[src/rtl/clock_pkg.sv]
// Shared definitions for the alarm clock core.
//   state_e    : edit/run state of the front-panel FSM
//   HOURS, MINUTES, SECONDS : modulus of each time field
//   bin_to_bcd : converts a binary value 0..99 into two packed BCD digits
package clock_pkg;

  typedef enum logic [2:0] {
    RUN,
    SET_HOUR,
    SET_MIN,
    SET_AL_HOUR,
    SET_AL_MIN
  } state_e;

  localparam int HOURS   = 24;
  localparam int MINUTES = 60;
  localparam int SECONDS = 60;

  function automatic logic [7:0] bin_to_bcd(input logic [6:0] bin);
    return {4'(bin / 7'd10), 4'(bin % 7'd10)};
  endfunction

endpackage

[src/rtl/mod_counter.sv]
// Modulo-MOD counter used for every time and alarm field.
//   clk   : rising-edge clock
//   clr   : asynchronous active-high reset, value returns to 0
//   inc   : advance by one this cycle, wrapping MOD-1 -> 0
//   load0 : force value to 0 (wins over inc)
//   value : current count
//   carry : high in the cycle inc wraps the counter from MOD-1 to 0
module mod_counter #(
  parameter int MOD = 60,
  localparam int W = $clog2(MOD)
) (
  input  logic         clk,
  input  logic         clr,
  input  logic         inc,
  input  logic         load0,
  output logic [W-1:0] value,
  output logic         carry
);

  localparam logic [W-1:0] MAX = W'(MOD - 1);

  logic [W-1:0] value_q, value_d;

  // Next count: explicit clear first, otherwise wrap-around increment.
  always_comb begin
    value_d = value_q;
    if (load0) begin
      value_d = '0;
    end else if (inc) begin
      value_d = (value_q == MAX) ? '0 : value_q + W'(1);
    end
  end

  // Count register.
  always_ff @(posedge clk or posedge clr) begin
    if (clr) begin
      value_q <= '0;
    end else begin
      value_q <= value_d;
    end
  end

  assign value = value_q;
  assign carry = inc && !load0 && (value_q == MAX);

endmodule

[src/rtl/alarm_clock_core.sv]
// Alarm clock core: seconds divider, time-of-day counters, alarm setting,
// edit FSM, alarm ringing and a registered BCD display word.
//   clk      : system clock
//   clr      : asynchronous active-high reset
//   mode_btn : one-cycle pulse, steps RUN->SET_HOUR->SET_MIN->SET_AL_HOUR->SET_AL_MIN->RUN
//   inc_btn  : one-cycle pulse, increments the field being edited
//   alarm_en : level, arms the alarm
//   fmt_12h  : level, 1 selects 12-hour display
//   disp     : {8'h00, HH, MM, SS} BCD, alarm shown as {HH, MM, 8'h00} in alarm edit
//   blink    : {hour, min, sec} edit mask
//   pm       : displayed hour is 12..23 and fmt_12h is set
//   ring     : alarm active
//   sec_tick : one-cycle pulse per second while time runs
module alarm_clock_core #(
  parameter int TICK_DIV  = 100_000_000,
  parameter int RING_SECS = 60
) (
  input  logic        clk,
  input  logic        clr,
  input  logic        mode_btn,
  input  logic        inc_btn,
  input  logic        alarm_en,
  input  logic        fmt_12h,
  output logic [31:0] disp,
  output logic [2:0]  blink,
  output logic        pm,
  output logic        ring,
  output logic        sec_tick
);
  import clock_pkg::*;

  localparam int              DIV_W     = $clog2(TICK_DIV);
  localparam logic [DIV_W-1:0] DIV_MAX  = DIV_W'(TICK_DIV - 1);
  localparam logic [7:0]      RING_LOAD = 8'(RING_SECS);

  state_e           state_q, state_d;
  logic [DIV_W-1:0] div_q, div_d;
  logic             ring_q, ring_d;
  logic [7:0]       ring_cnt_q, ring_cnt_d;
  logic [31:0]      disp_q, disp_d;
  logic             pm_q, pm_d;

  logic [5:0] sec_v, min_v, al_min_v;
  logic [4:0] hour_v, al_hour_v;
  logic       sec_carry, min_carry, hour_carry, al_hour_carry, al_min_carry;
  logic       unused_alarm_carries;

  logic       running, consume, mode_act, inc_act, leave_set_min;
  logic       hour_btn, min_btn, al_hour_btn, al_min_btn;
  logic [5:0] min_next;
  logic [4:0] hour_next;
  logic       alarm_hit;
  logic       al_view;
  logic [4:0] hour_sel, hour_shown;
  logic [5:0] min_sel, sec_sel;

  // A button press while ringing only silences the alarm; mode beats inc.
  always_comb begin
    running       = (state_q == RUN) || (state_q == SET_AL_HOUR) || (state_q == SET_AL_MIN);
    sec_tick      = running && (div_q == DIV_MAX);
    consume       = ring && (mode_btn || inc_btn);
    mode_act      = mode_btn && !consume;
    inc_act       = inc_btn && !mode_btn && !consume;
    leave_set_min = mode_act && (state_q == SET_MIN);
    hour_btn      = inc_act && (state_q == SET_HOUR);
    min_btn       = inc_act && (state_q == SET_MIN);
    al_hour_btn   = inc_act && (state_q == SET_AL_HOUR);
    al_min_btn    = inc_act && (state_q == SET_AL_MIN);
  end

  // Edit FSM next state.
  always_comb begin
    state_d = state_q;
    if (mode_act) begin
      case (state_q)
        RUN:         state_d = SET_HOUR;
        SET_HOUR:    state_d = SET_MIN;
        SET_MIN:     state_d = SET_AL_HOUR;
        SET_AL_HOUR: state_d = SET_AL_MIN;
        SET_AL_MIN:  state_d = RUN;
        default:     state_d = RUN;
      endcase
    end
  end

  // Seconds divider: frozen while editing time, restarted when minutes are committed.
  always_comb begin
    div_d = div_q;
    if (leave_set_min) begin
      div_d = '0;
    end else if (running) begin
      div_d = sec_tick ? '0 : div_q + DIV_W'(1);
    end
  end

  mod_counter #(.MOD(SECONDS)) u_sec (
    .clk(clk), .clr(clr), .inc(sec_tick), .load0(leave_set_min),
    .value(sec_v), .carry(sec_carry)
  );

  mod_counter #(.MOD(MINUTES)) u_min (
    .clk(clk), .clr(clr), .inc(sec_carry || min_btn), .load0(1'b0),
    .value(min_v), .carry(min_carry)
  );

  // Only a tick-driven minute wrap carries into hours; editing minutes never does.
  mod_counter #(.MOD(HOURS)) u_hour (
    .clk(clk), .clr(clr), .inc((sec_carry && min_carry) || hour_btn), .load0(1'b0),
    .value(hour_v), .carry(hour_carry)
  );

  mod_counter #(.MOD(HOURS)) u_al_hour (
    .clk(clk), .clr(clr), .inc(al_hour_btn), .load0(1'b0),
    .value(al_hour_v), .carry(al_hour_carry)
  );

  mod_counter #(.MOD(MINUTES)) u_al_min (
    .clk(clk), .clr(clr), .inc(al_min_btn), .load0(1'b0),
    .value(al_min_v), .carry(al_min_carry)
  );

  assign unused_alarm_carries = al_hour_carry | al_min_carry;

  // Alarm match looks at the time this tick is about to produce, so ring
  // rises in the cycle right after the matching tick.
  always_comb begin
    min_next  = min_carry ? 6'd0 : min_v + 6'd1;
    hour_next = hour_carry ? 5'd0 : (min_carry ? hour_v + 5'd1 : hour_v);
    alarm_hit = sec_carry && (min_next == al_min_v) && (hour_next == al_hour_v);
  end

  // Ring control: disarm and button presses win, then the duration countdown,
  // and a fresh match only starts ringing when idle.
  always_comb begin
    ring_d     = ring_q;
    ring_cnt_d = ring_cnt_q;
    if (!alarm_en || consume) begin
      ring_d = 1'b0;
    end else if (ring_q) begin
      if (sec_tick) begin
        if (ring_cnt_q <= 8'd1) begin
          ring_d = 1'b0;
        end else begin
          ring_cnt_d = ring_cnt_q - 8'd1;
        end
      end
    end else if (alarm_hit) begin
      ring_d     = 1'b1;
      ring_cnt_d = RING_LOAD;
    end
  end

  // Display source selection and 12-hour mapping.
  always_comb begin
    al_view  = (state_q == SET_AL_HOUR) || (state_q == SET_AL_MIN);
    hour_sel = al_view ? al_hour_v : hour_v;
    min_sel  = al_view ? al_min_v : min_v;
    sec_sel  = al_view ? 6'd0 : sec_v;
    hour_shown = hour_sel;
    if (fmt_12h) begin
      if (hour_sel == 5'd0) begin
        hour_shown = 5'd12;
      end else if (hour_sel > 5'd12) begin
        hour_shown = hour_sel - 5'd12;
      end
    end
    pm_d   = fmt_12h && (hour_sel >= 5'd12);
    disp_d = {8'h00, bin_to_bcd(7'(hour_shown)), bin_to_bcd(7'(min_sel)),
              bin_to_bcd(7'(sec_sel))};
  end

  // Field-edit mask straight from the state.
  always_comb begin
    blink = 3'b000;
    case (state_q)
      SET_HOUR, SET_AL_HOUR: blink = 3'b100;
      SET_MIN, SET_AL_MIN:   blink = 3'b010;
      default:               blink = 3'b000;
    endcase
  end

  // State, divider, ring and display registers.
  always_ff @(posedge clk or posedge clr) begin
    if (clr) begin
      state_q    <= RUN;
      div_q      <= '0;
      ring_q     <= 1'b0;
      ring_cnt_q <= 8'd0;
      disp_q     <= 32'h0000_0000;
      pm_q       <= 1'b0;
    end else begin
      state_q    <= state_d;
      div_q      <= div_d;
      ring_q     <= ring_d;
      ring_cnt_q <= ring_cnt_d;
      disp_q     <= disp_d;
      pm_q       <= pm_d;
    end
  end

  assign ring = ring_q && alarm_en;
  assign disp = disp_q;
  assign pm   = pm_q;

endmodule

[config.mk]
export PLATFORM = sky130hd
export DESIGN_NAME = alarm_clock_core
export DESIGN_NICKNAME = d
export VERILOG_FILES = /design/src/rtl/clock_pkg.sv /design/src/rtl/mod_counter.sv /design/src/rtl/alarm_clock_core.sv
export SDC_FILE = /design/constraint.sdc
export NUM_CORES = 1
export LEC_CHECK = 0
export CAP_MARGIN = 0
export CORE_MARGIN = 4
export CORE_UTILIZATION = 45
export DETAILED_ROUTE_END_ITERATION = 10
export PLACE_DENSITY_LB_ADDON = 0.15
export SYNTH_ARGS = -nofsm -noshare
export SYNTH_HDL_FRONTEND = slang
export SYNTH_HIERARCHICAL = 1
export SYNTH_SLANG_ARGS = --single-unit
[constraint.sdc]
create_clock -name clk -period 6 [get_ports clk]
set_input_delay 1.5 -clock clk [delete_from_list [all_inputs] [get_ports clk]]
set_output_delay 1.5 -clock clk [all_outputs]
set_load 0.01 [all_outputs]
; ---- After elaboration in Yosys (flattened, before gate mapping)
; Index checks and enable logic that the tools add are counted.
[word_totals]
register_bits = 92
in_bits = 6
output_inout_bits = 38
wordCells = 111
[classes]
n_addsub = 8
n_div = 6
n_lt_le_gt_ge = 3
eq_ne = 14
mux = 30
bitwise_logic = 1
reduce_logical = 38
[ops]
columns = cell, count
row1 = 2-to-1 mux 27 bit, 3
row2 = 2-to-1 mux 6 bit, 8
row3 = 2-to-1 mux 5 bit, 8
row4 = 2-to-1 mux 8 bit, 4
row5 = adder 27 x 1 -> 27 bit (second input constant), 1
row6 = == test 27 bit (second input constant), 1
row7 = logical AND 1 bit, 19
row8 = adder 6 x 1 -> 6 bit (second input constant), 3
row9 = == test 6 bit (second input constant), 3
row10 = divider 6 x 4 -> 7 bit (second input constant), 2
row11 = remainder unit 6 x 4 -> 7 bit (second input constant), 2
row12 = case mux 3 bit (4 select lines), 1
row13 = adder 5 x 1 -> 5 bit (second input constant), 2
row14 = == test 5 bit (second input constant), 2
row15 = <= comparator 8 x 1 -> 1 bit (second input constant), 1
row16 = subtractor 8 x 1 -> 8 bit (second input constant), 1
row17 = divider 5 x 4 -> 7 bit (second input constant), 1
row18 = logical OR 1 bit, 7
row19 = remainder unit 5 x 4 -> 7 bit (second input constant), 1
row20 = == test 3 x 2 -> 1 bit (second input constant), 2
row21 = == test 6 bit, 1
row22 = case mux 3 bit (2 select lines), 1
row23 = nonzero test 2 bit, 3
row24 = == test 5 bit, 1
row25 = other kinds (13), 22

; ---- Logic depth before layout (Yosys ltp)
; Gate-level depths: netlist (run 1).
[logic_depth]
word_depth = 19
depth_mapped = 25

; ---- Cells and area by module
; Netlist (run 1), hierarchy kept.
[by_module_without_submodules]
columns = mod, instances, cells_per_inst, area_per_inst_um2, seq_area_each_um2
row1 = alarm_clock_core, 1, 524, 4469.3, 1501.4
row2 = mod_counter (u_al_min ...), 3, 38, 352.8, 150.1
row3 = mod_counter (u_al_hour ...), 2, 24, 269.0, 125.1

; ---- Worst setup path before layout (run 1)
; No wires, ideal clock.
[synth_path]
path_type = input -> register
start = input port alarm_en
end = register ring_cnt_q[6]
arrival_time_ns = 5.004
required_time_ns = 5.879
setup_slack_ns = 0.875
stages = 20
path_cell_list = nand2_1 -> nand2_1 -> nor2_1 -> buf_1 -> nor3b_1 -> o21bai_1 -> buf_2 -> nor3b_1 -> buf_1 -> nand2_1 -> o31ai_1 -> buf_4 -> and3_1 -> nor3b_1 -> nor2_1 -> xor2_1 -> nor3_1 -> a41o_1 -> nand2_1 -> a22o_1
[synth_between]
elab_chain_len = 18
elab_cells_between_ends = 28
cone_classes = eq/ne: 2 / mux: 3 / bitwise: 1 / reduce/logical: 22
[synth_lines]
columns = element, line_no
row1 = from (decl), alarm_clock_core.sv:22  ; input logic alarm_en,
row2 = logical AND 1 bit, alarm_clock_core.sv:201  ; assign ring = ring_q && alarm_en;
row3 = logical AND 1 bit, alarm_clock_core.sv:61  ; consume = ring && (mode_btn || inc_btn);
row4 = zero test 1 bit, alarm_clock_core.sv:62  ; mode_act = mode_btn && !consume;
row5 = logical AND 1 bit, alarm_clock_core.sv:62
row6 = logical AND 1 bit, alarm_clock_core.sv:64  ; leave_set_min = mode_act && (state_q == SET_MIN);
row7 = net leave_set_min, alarm_clock_core.sv:48  ; logic running, consume, mode_act, inc_act, leave_set_min;
row8 = zero test 1 bit, mod_counter.sv:44  ; assign carry = inc && !load0 && (value_q == MAX);
row9 = logical AND 1 bit (2 in a row), mod_counter.sv:44
row10 = net sec_carry, alarm_clock_core.sv:45  ; logic sec_carry, min_carry, hour_carry, al_hour_carry, al_min_carry;
row11 = [... 2 more ...], n/a
row12 = net min_carry, alarm_clock_core.sv:45
row13 = [... 1 more ...], n/a
row14 = logical OR 1 bit, alarm_clock_core.sv:108  ; .clk(clk), .clr(clr), .inc((sec_carry && min_carry) || hour_btn), .load0(1'b0),
row15 = logical AND 1 bit, mod_counter.sv:44
row16 = net hour_carry, alarm_clock_core.sv:45
row17 = 2-to-1 mux 5 bit, alarm_clock_core.sv:128  ; hour_next = hour_carry ? 5'd0 : (min_carry ? hour_v + 5'd1 : hour_v);
row18 = == test 5 bit, alarm_clock_core.sv:129  ; alarm_hit = sec_carry && (min_next == al_min_v) && (hour_next == al_hour_v);
row19 = logical AND 1 bit, alarm_clock_core.sv:129
row20 = nonzero test 2 bit (no source line), n/a
row21 = AND reduction 4 bit (no source line), n/a
row22 = to (signal assigned), alarm_clock_core.sv:195  ; ring_cnt_q <= ring_cnt_d;
row23 = to (decl), alarm_clock_core.sv:39  ; logic [7:0] ring_cnt_q, ring_cnt_d;
; The timed path passes the listed nets, and every way through them passes these cells.
; A chain may end at the register's enable or synchronous reset.

; ---- Worst setup path in the final report (run 1)
[layout_path]
start = input port alarm_en
end = register ring_cnt_q[3]
; Same word-level chain as after synthesis.

==> results.yml, run 1 <==
status:
  status: "complete, no violations"
global_route:
  met2_usage_pct: 28.3
  grt_use_total_pct: 18.0
  grt_pass1_vias: 4602
  use_met1_pct: 24.8
  grt_pass1_wl_um: 22200
  use_met3_pct: 3.81
  grt_max_degree: 61
  antenna_found_initial: 0
  busiest_layer: "met2"
  gr-total-overflow: 0
sta:
  finalClockSkew_ps: 7.77
  setup_viol: 0
  grt_setup_unrepaired: "false"
  period_share_pct: 92.4
  fin_hold_ws_ps: 511
  fin_crit_ps: 5540
  maxSlewHeadroom_pct: 43.8
  worst_pin_slew_ps: 835
  hold_violations: 0
  max_freq_mhz: 180
  drv_slew: 0
  setup_tns_ps: 0
cells_and_area:
  antennaDiodeCount: 0
  area_delta_synth_final_pct: 12.3
  layout-drive-gt1-share_pct: 8.13
  final_cell_mix: "dfrtp_1, nor2_1, nand2_1"
  final_common_cell: "dfrtp_1"
  fin_nets: 746
  regArea_sq_mm: 0.00220
  multiInputGateArea_sq_mm: 0.00360
  nFillCells: 1206
  final_core_util_pct: 51.5
route:
  drt-initial-drc-count: 342
  dr.pass1.iters: 5
  finalWirelength_um: 13500
  via_per_inst: 5.56
  drc: 0
  wl_per_cell_um: 14.9
  drtAntennaViolNets: 0
  vias: 5018
clock_network:
  cts_tree: "built"
  htree_levels: 3
  clock_sinks: 88
  ctsResizeCount: 0
  ctsHoldBuffers: 0
  clkTransAtPathRegs_ps: 70
  cts_setup_buffers: 0
  cts_root_buf: "clkbuf_16"
  cts_buffer_depth: 2
  cts_buffers: 9
  clk_latency_ps: 350
synth:
  syn_inst: 684
  syn_avg_cell_area_sq_um: 8.85
  ys_warn_count: 6
  syn_area_sq_mm: 0.00605
worst_setup_path:
  crit_buf_inv: 1
  crit_required_ps: 6270
  slowest_stage: "clkdlybuf4s50_1"
  path_class: "in2reg"
  crit_path_start_kind: "input port"
  arrival_ps: 5820
  path_max_fanout: 9
  critPathMaxStageDelay_ps: 530
  end_kind: "register"
  cp_top_family: "simple AND/OR/NAND/NOR gates"
  cp_cell_sequence: "clkdlybuf4s50_1, nand2_1, nand2_1, nor2_1, nor3b_1, o21bai_1, nor3b_1, nand2_1, o31ai_1, and3_1, nor3b_1, nor2_1, xor2_1, nor3_1, a41o_1, and2_1, a2bb2oi_1"
floorplan:
  core_area_sq_mm: 0.0132
  num_rows: 42
  dieArea_sq_mm: 0.0154
  die_w_um: 124
  die_h_um: 124
  initial_core_util_pct: 45.9
  io_pins: 44
place:
  dp.final_hpwl_um: 9570
  port_buffers: 30
  gp_congestion: 0.795
hold_path:
  hp-class: "reg2reg"
power_and_ir_drop:
  vdd_drop_max_mv: 0.239
  p_leak_nw: 2.95
  total_power_w: 0.00304
  power_density_mw_per_mm2: 448
job:
  max_cap_viol_count: 0
## final cells by class
type | count | area share [%]
multi-input cells | 555 | 53.0
inverters | 31 | 1.71
flip-flops and latches | 88 | 32.4
repair buffers | 36 | 5.08
clock inverters | 7 | 1.18
well taps | 176 | 3.24
clock buffers | 9 | 3.32
## path summary, 6_finish.rpt
path	start	to	slack, ps	cells after the start
worst min register to register	div_q[23]	div_q[23]	510	1
worst max-delay path	alarm_en	ring_cnt_q[3]	460	17
min in group asynchronous	clr	u_hour/value[0]	1610	2
worst max register to register	state_q[2]	ring_cnt_q[3]	570	18
max in group asynchronous	clr	state_q[0]	3530	3
worst min-delay path	div_q[23]	div_q[23]	510	1
## sequential cells by signal, indices dropped and copies added, names as in the netlist
signal and count:
u_sec/value 6, state_q 3, u_hour/value 5, u_min/value 6, u_al_min/value 6, ring_cnt_q 8, ring_q 1, disp 20
u_al_hour/value 5, div_q 27, pm 1
## stage by stage
| stage | std cells | worst slack (ps) | instance area [sq um] |
|---|---|---|---|
| after global routing | 902 | 89.8 | 6790 |
| final | 902 | 458 | 6790 |
| after floorplan | 712 | 875 | 6160 |
| after detailed placement | 886 | 203 | 6490 |
| after global placement | 886 | 456 | 6490 |
| after CTS | 902 | 569 | 6790 |
## worst register-to-register path, cell delays in order, from the launching register on
cell and delay, ps:
dfrtp_1 620, nand3b_1 340, o21ai_1 250, nand2_1 80, or3_1 430, clkinv_1 340
nor3b_1 440, o21bai_1 200, nor3b_1 280, nand2_1 90, o31ai_1 230, and3_1 300
nor3b_1 520, nor2_1 130, xor2_1 170, nor3_1 220, a41o_1 270, and2_1 240
a2bb2oi_1 180
## where the power goes
part | switching, W | total [W] | internal, W
clock | 0.000253 | 0.000581 | 0.000328
combinational | 0.000917 | 0.00164 | 0.000726
sequential | 0.000109 | 0.000820 | 0.000710
## routing by layer
| metal | vias to the layer above | wire length [um] |
|---|---|---|
| met2 | 92 | 6280 |
| li1 | 2490 | - |
| met5 | - | 0 |
| met3 | 16 | 495 |
| met1 | 2420 | 6460 |
| met4 | 0 | 221 |
(Power assumes the default switching activity.)
==> run 2: changes to the inputs <==
CAP_MARGIN = 40   (was 0)
CELL_PAD_IN_SITES_DETAIL_PLACEMENT = 0   (was default)
CELL_PAD_IN_SITES_GLOBAL_PLACEMENT = 1   (was default)
CTS_BUF_LIST = sky130_fd_sc_hd__clkbuf_8   (was default)
==> results.yml, run 2 (synthesized netlist as in run 1, its figures left out) <==
sta:
  setup_tns_ps: 0
  finalClockSkew_ps: 8.61
  worst_pin_slew_ps: 803
  period_share_pct: 93.2
  fin_crit_ps: 5590
  drv_slew: 0
  max_freq_mhz: 179
  grt_setup_unrepaired: "false"
  setup_viol: 0
  hold_violations: 0
  maxSlewHeadroom_pct: 46.0
  fin_ws_ps: 407
clock_network:
  ctsResizeCount: 0
  cts_buffer_depth: 2
  clk_latency_ps: 370
  ctsHoldBuffers: 0
  clock_sinks: 88
  htree_levels: 3
  cts_buffers: 9
  cts_tree: "built"
  cts_root_buf: "clkbuf_8"
  clkTransAtPathRegs_ps: 90
  cts_setup_buffers: 0
worst_setup_path:
  path_max_fanout: 9
  path_class: "in2reg"
  arrival_ps: 5890
  r2r_slack_ps: 780
  crit_path_start_kind: "input port"
  r2r-end: "ring_cnt_q[3]"
  end_kind: "register"
  crit_required_ps: 6300
  r2r_cells: 19
  r2r-start: "state_q[1]"
place:
  pre_cts_ws_ps: 131
  gp_congestion: 0.795
  dpl-instance-area_sq_mm: 0.00650
  port_buffers: 30
  dp.final_hpwl_um: 10100
global_route:
  gr-total-overflow: 0
  grt_max_degree: 61
  antenna_found_initial: 0
  grt_pass1_wl_um: 23600
  grt_pass1_vias: 4904
  grt_use_total_pct: 18.9
floorplan:
  num_rows: 42
  dieArea_sq_mm: 0.0154
  io_pins: 44
  die_w_um: 124
  core_area_sq_mm: 0.0132
  die_h_um: 124
  initial_core_util_pct: 45.9
power_and_ir_drop:
  power_frac_comb_pct: 55.9
  vdd_drop_max_mv: 0.256
  switching_power_w: 0.00126
  p_clk_share_pct: 16.1
  p_leak_nw: 2.92
  p_int_w: 0.00168
  seq_power_share_pct: 28.0
  switching_share_pct: 43.0
  power_density_mw_per_mm2: 437
cells_and_area:
  final_core_util_pct: 51.0
  antennaDiodeCount: 0
  top_register: "div_q"
  largest_register_ffs: 27
  regArea_sq_mm: 0.00220
  multiInputGateArea_sq_mm: 0.00361
  final_cell_mix: "dfrtp_1, nor2_1, nand2_1"
  nFillCells: 1247
  area_delta_synth_final_pct: 11.2
  fin_nets: 747
  fin_area_sq_mm: 0.00673
  final_common_cell: "dfrtp_1"
  layout-drive-gt1-share_pct: 8.25
job:
  max_cap_viol_count: 0
route:
  drt-initial-drc-count: 438
  vias: 5017
  finalWirelength_um: 13700
  wl_per_cell_um: 15.2
  dr.pass1.iters: 5
  drtAntennaViolNets: 0
  via_per_inst: 5.56
  drc: 0
hold_path:
  holdCritStartpoint: "div_q[23]"
  hold_path_depth: 1
  hp-class: "reg2reg"
  hold-path-endpoint: "div_q[23]"
status:
  status: "complete, no violations"
run 2: cell count changes in the layout (fill, tap and decap cells not counted), sizes merged:
| cell | change |
|---|---|
| clkinv | -1 |
| buf | +1 |
| bufinv | +1 |
| clkinvlp | -1 |
| inv | +1 |
run 2: area by class of cell:
cell class              instances  area share [%]
well taps                     176            3.27
repair buffers                 37            5.36
clock buffers                   9            1.84
flip-flops and latches         88            32.7
clock inverters                 7            1.49
multi-input cells             555            53.6
inverters                      31            1.73
run 2: metal layers:
layer,up-vias,share of wire [%],GRT usage (%),wire [um]
li1,2492,-,-,-
met1,2457,47,25.3,6510
met2,58,49,32.1,6720
met3,10,2.4,2.68,332
met4,0,1.1,4.93,147
met5,-,0,0,0
run 2: power by group through the flow:
stage	Combinational [W]	Clock [W]	Sequential, W
floorplan	0.00128	0	0.000815
global placement	0.00160	0	0.000829
detailed placement	0.00165	0	0.000833
CTS	0.00165	0.000490	0.000821
global route	0.00185	0.000513	0.000841
finish	0.00164	0.000475	0.000822
run 2: worst max-delay path by stage:
stage,start,to,slack [ps],cells after the start
4_1_cts,alarm_en,ring_cnt_q[3],510,17
2_1_floorplan,alarm_en,ring_cnt_q[6],880,20
5_1_grt,alarm_en,ring_cnt_q[5],110,17
6_report,alarm_en,ring_cnt_q[3],410,17
3_3_place_gp,alarm_en,ring_cnt_q[4],300,17
3_5_place_dp,alarm_en,ring_cnt_q[3],130,17
run 2: metrics by stage:
stage	total power (W)	hold slack, ps	instances
4_1_cts	0.00296	512	903
3_5_place_dp	0.00248	493	887
5_1_grt	0.00320	528	903
6_report	0.00294	508	903
3_3_place_gp	0.00243	481	886
2_1_floorplan	0.00209	460	712
run 2: critical path, stage by stage:
cell and delay, ps:
clkdlybuf4s50_1 540, nand2_1 130, nand2_1 240, nor2_1 200, nor3b_1 430, o21bai_1 210, nor3b_1 290, nand2_1 90
o31ai_1 230, and3_1 290, nor3b_1 510, nor2_1 120, xor2_1 160, nor3_1 210, a41o_1 300, and2_1 260
a2bb2oi_1 180
==> run 3: changes to the inputs <==
--- a/config.mk
+++ b/config.mk
@@ -15,2 +15,3 @@
 export PLACE_DENSITY_LB_ADDON = 0.15
+export SLEW_MARGIN = 10
 export SYNTH_ARGS = -nofsm -noshare
==> constraint.sdc (replaced) <==
create_clock -name clk -period 6 [get_ports clk]
set_input_delay 0.6 -clock clk [delete_from_list [all_inputs] [get_ports clk]]
set_output_delay 0.6 -clock clk [all_outputs]
set_load 0.01 [all_outputs]
==> results.yml, run 3 (synthesized netlist as in run 1, its figures left out) <==
status:
  status: "complete, no violations"
sta:
  max_freq_mhz: 185
  setup_tns_ps: 0
  fin_crit_ps: 5400
  maxSlewHeadroom_pct: 44.0
  grt_setup_unrepaired: "false"
  worst_pin_slew_ps: 832
  period_share_pct: 89.9
  finalClockSkew_ps: 15.5
  setup_viol: 0
  fin_ws_ps: 605
  drv_slew: 0
  hold_violations: 0
clock_network:
  clk_latency_ps: 380
  clkTransAtPathRegs_ps: 100
  htree_levels: 3
  clock_sinks: 88
  cts_buffers: 9
  cts_buffer_depth: 2
  cts_root_buf: "clkbuf_8"
  cts_tree: "built"
  ctsHoldBuffers: 0
cells_and_area:
  layout-drive-gt1-share_pct: 8.26
  antennaDiodeCount: 0
  nFillCells: 1246
  final_cell_mix: "dfrtp_1, nor2_1, nand2_1"
  final_common_cell: "dfrtp_1"
  top_register: "div_q"
  area_delta_synth_final_pct: 11.1
  fin_nets: 746
  largest_register_ffs: 27
route:
  met2WireLength_um: 6540
  via_per_inst: 5.59
  finalWirelength_um: 13500
  m1WireLength_um: 6350
  drt-initial-drc-count: 379
  drtAntennaViolNets: 0
  wl_met3_um: 382
  wl_per_cell_um: 15.0
  maxUsedRoutingLayer: "met4"
  drc: 0
  dr.pass1.iters: 5
  vias: 5043
floorplan:
  core_area_sq_mm: 0.0132
  io_pins: 44
  dieArea_sq_mm: 0.0154
  initial_core_util_pct: 45.9
  num_rows: 42
  die_h_um: 124
  die_w_um: 124
power_and_ir_drop:
  total_power_w: 0.00292
  power_density_mw_per_mm2: 435
  vdd_drop_max_mv: 0.253
  p_leak_nw: 2.91
worst_setup_path:
  startpoint: "state_q[2]"
  path_class: "reg2reg"
  r2r-start: "state_q[2]"
  path_max_fanout: 20
  arrival_ps: 5690
  crit_required_ps: 6290
  crit_path_start_kind: "register"
  end_kind: "register"
place:
  dp.final_hpwl_um: 10000
  gp_congestion: 0.841
  port_buffers: 30
  pre_cts_ws_ps: 507
global_route:
  gr-total-overflow: 0
  antenna_found_initial: 0
  grt_max_degree: 61
  grt_pass1_wl_um: 22900
  grt_use_total_pct: 18.5
  grt_pass1_vias: 4659
hold_path:
  holdCritStartpoint: "div_q[23]"
  hp-class: "reg2reg"
job:
  max_cap_viol_count: 0
[run 3: power breakdown]
group          internal [W]  leakage (nW)  switching (W)  total, W
logic              0.000726          1.63       0.000921   0.00165
registers          0.000709          1.17      0.0000983  0.000807
clock network      0.000235         0.110       0.000230  0.000465
[run 3: worst max-delay path, stage by stage, from the launching register on]
cell       delay [ps]
dfrtp_1           620
nand3b_1          330
o21ai_1           260
nand2_1            80
or3_1             440
clkinv_1           90
nor3b_1           430
o21bai_1          430
nor3b_1           270
buf_4             210
nand2_1            70
o31ai_1           240
and3_1            290
nor3b_2           340
nor2_1            100
xor2_1            150
nor3_1            210
a41o_1            280
and2_1            260
a2bb2oi_1         190
[run 3: final timing paths]
| path | to | slack (ps) | cells after the start |
|---|---|---|---|
| worst min register to register | div_q[23] | 510 | 1 |
| worst min-delay path | div_q[23] | 510 | 1 |
| worst max register to register | ring_cnt_q[4] | 600 | 19 |
| max in group asynchronous | disp[8] | 4470 | 3 |
| min in group asynchronous | u_al_hour/value[0] | 690 | 2 |
| worst max-delay path | ring_cnt_q[4] | 600 | 19 |
[run 3: stage by stage]
stage / std cells / hold slack [ps] / cell area, sq um / util [%]
after global routing: 902 / 554 / 6720 / 51.0
after CTS: 902 / 512 / 6720 / 50.9
after global placement: 885 / 482 / 6480 / 49.1
after floorplan: 712 / 379 / 6160 / -
after detailed placement: 886 / 494 / 6500 / 49.3
final: 902 / 514 / 6720 / 51.0
[run 3: per-layer routing]
metal	vias up	GRT usage (%)
met4	0	6.57
met1	2426	25.2
met5	-	0
met2	94	30.1
li1	2503	-
met3	20	2.77
[run 3: final cells by class]
class | count | area [sq um] | area share (%)
multi-input combinational | 555 | 3610 | 53.7
sequential | 88 | 2200 | 32.8
timing repair buffer | 36 | 353 | 5.25
tap | 176 | 220 | 3.28
clock buffer | 9 | 124 | 1.84
inverter | 31 | 116 | 1.73
clock inverter | 7 | 95.1 | 1.41
[run 3: repair_timing]
| action | 4_1_cts | 5_1_grt |
|---|---|---|
| resized for setup | 0 | 1 |
| buffers inserted | 0 | 0 |
| endpoints found under the setup margin | 0 | 8 |
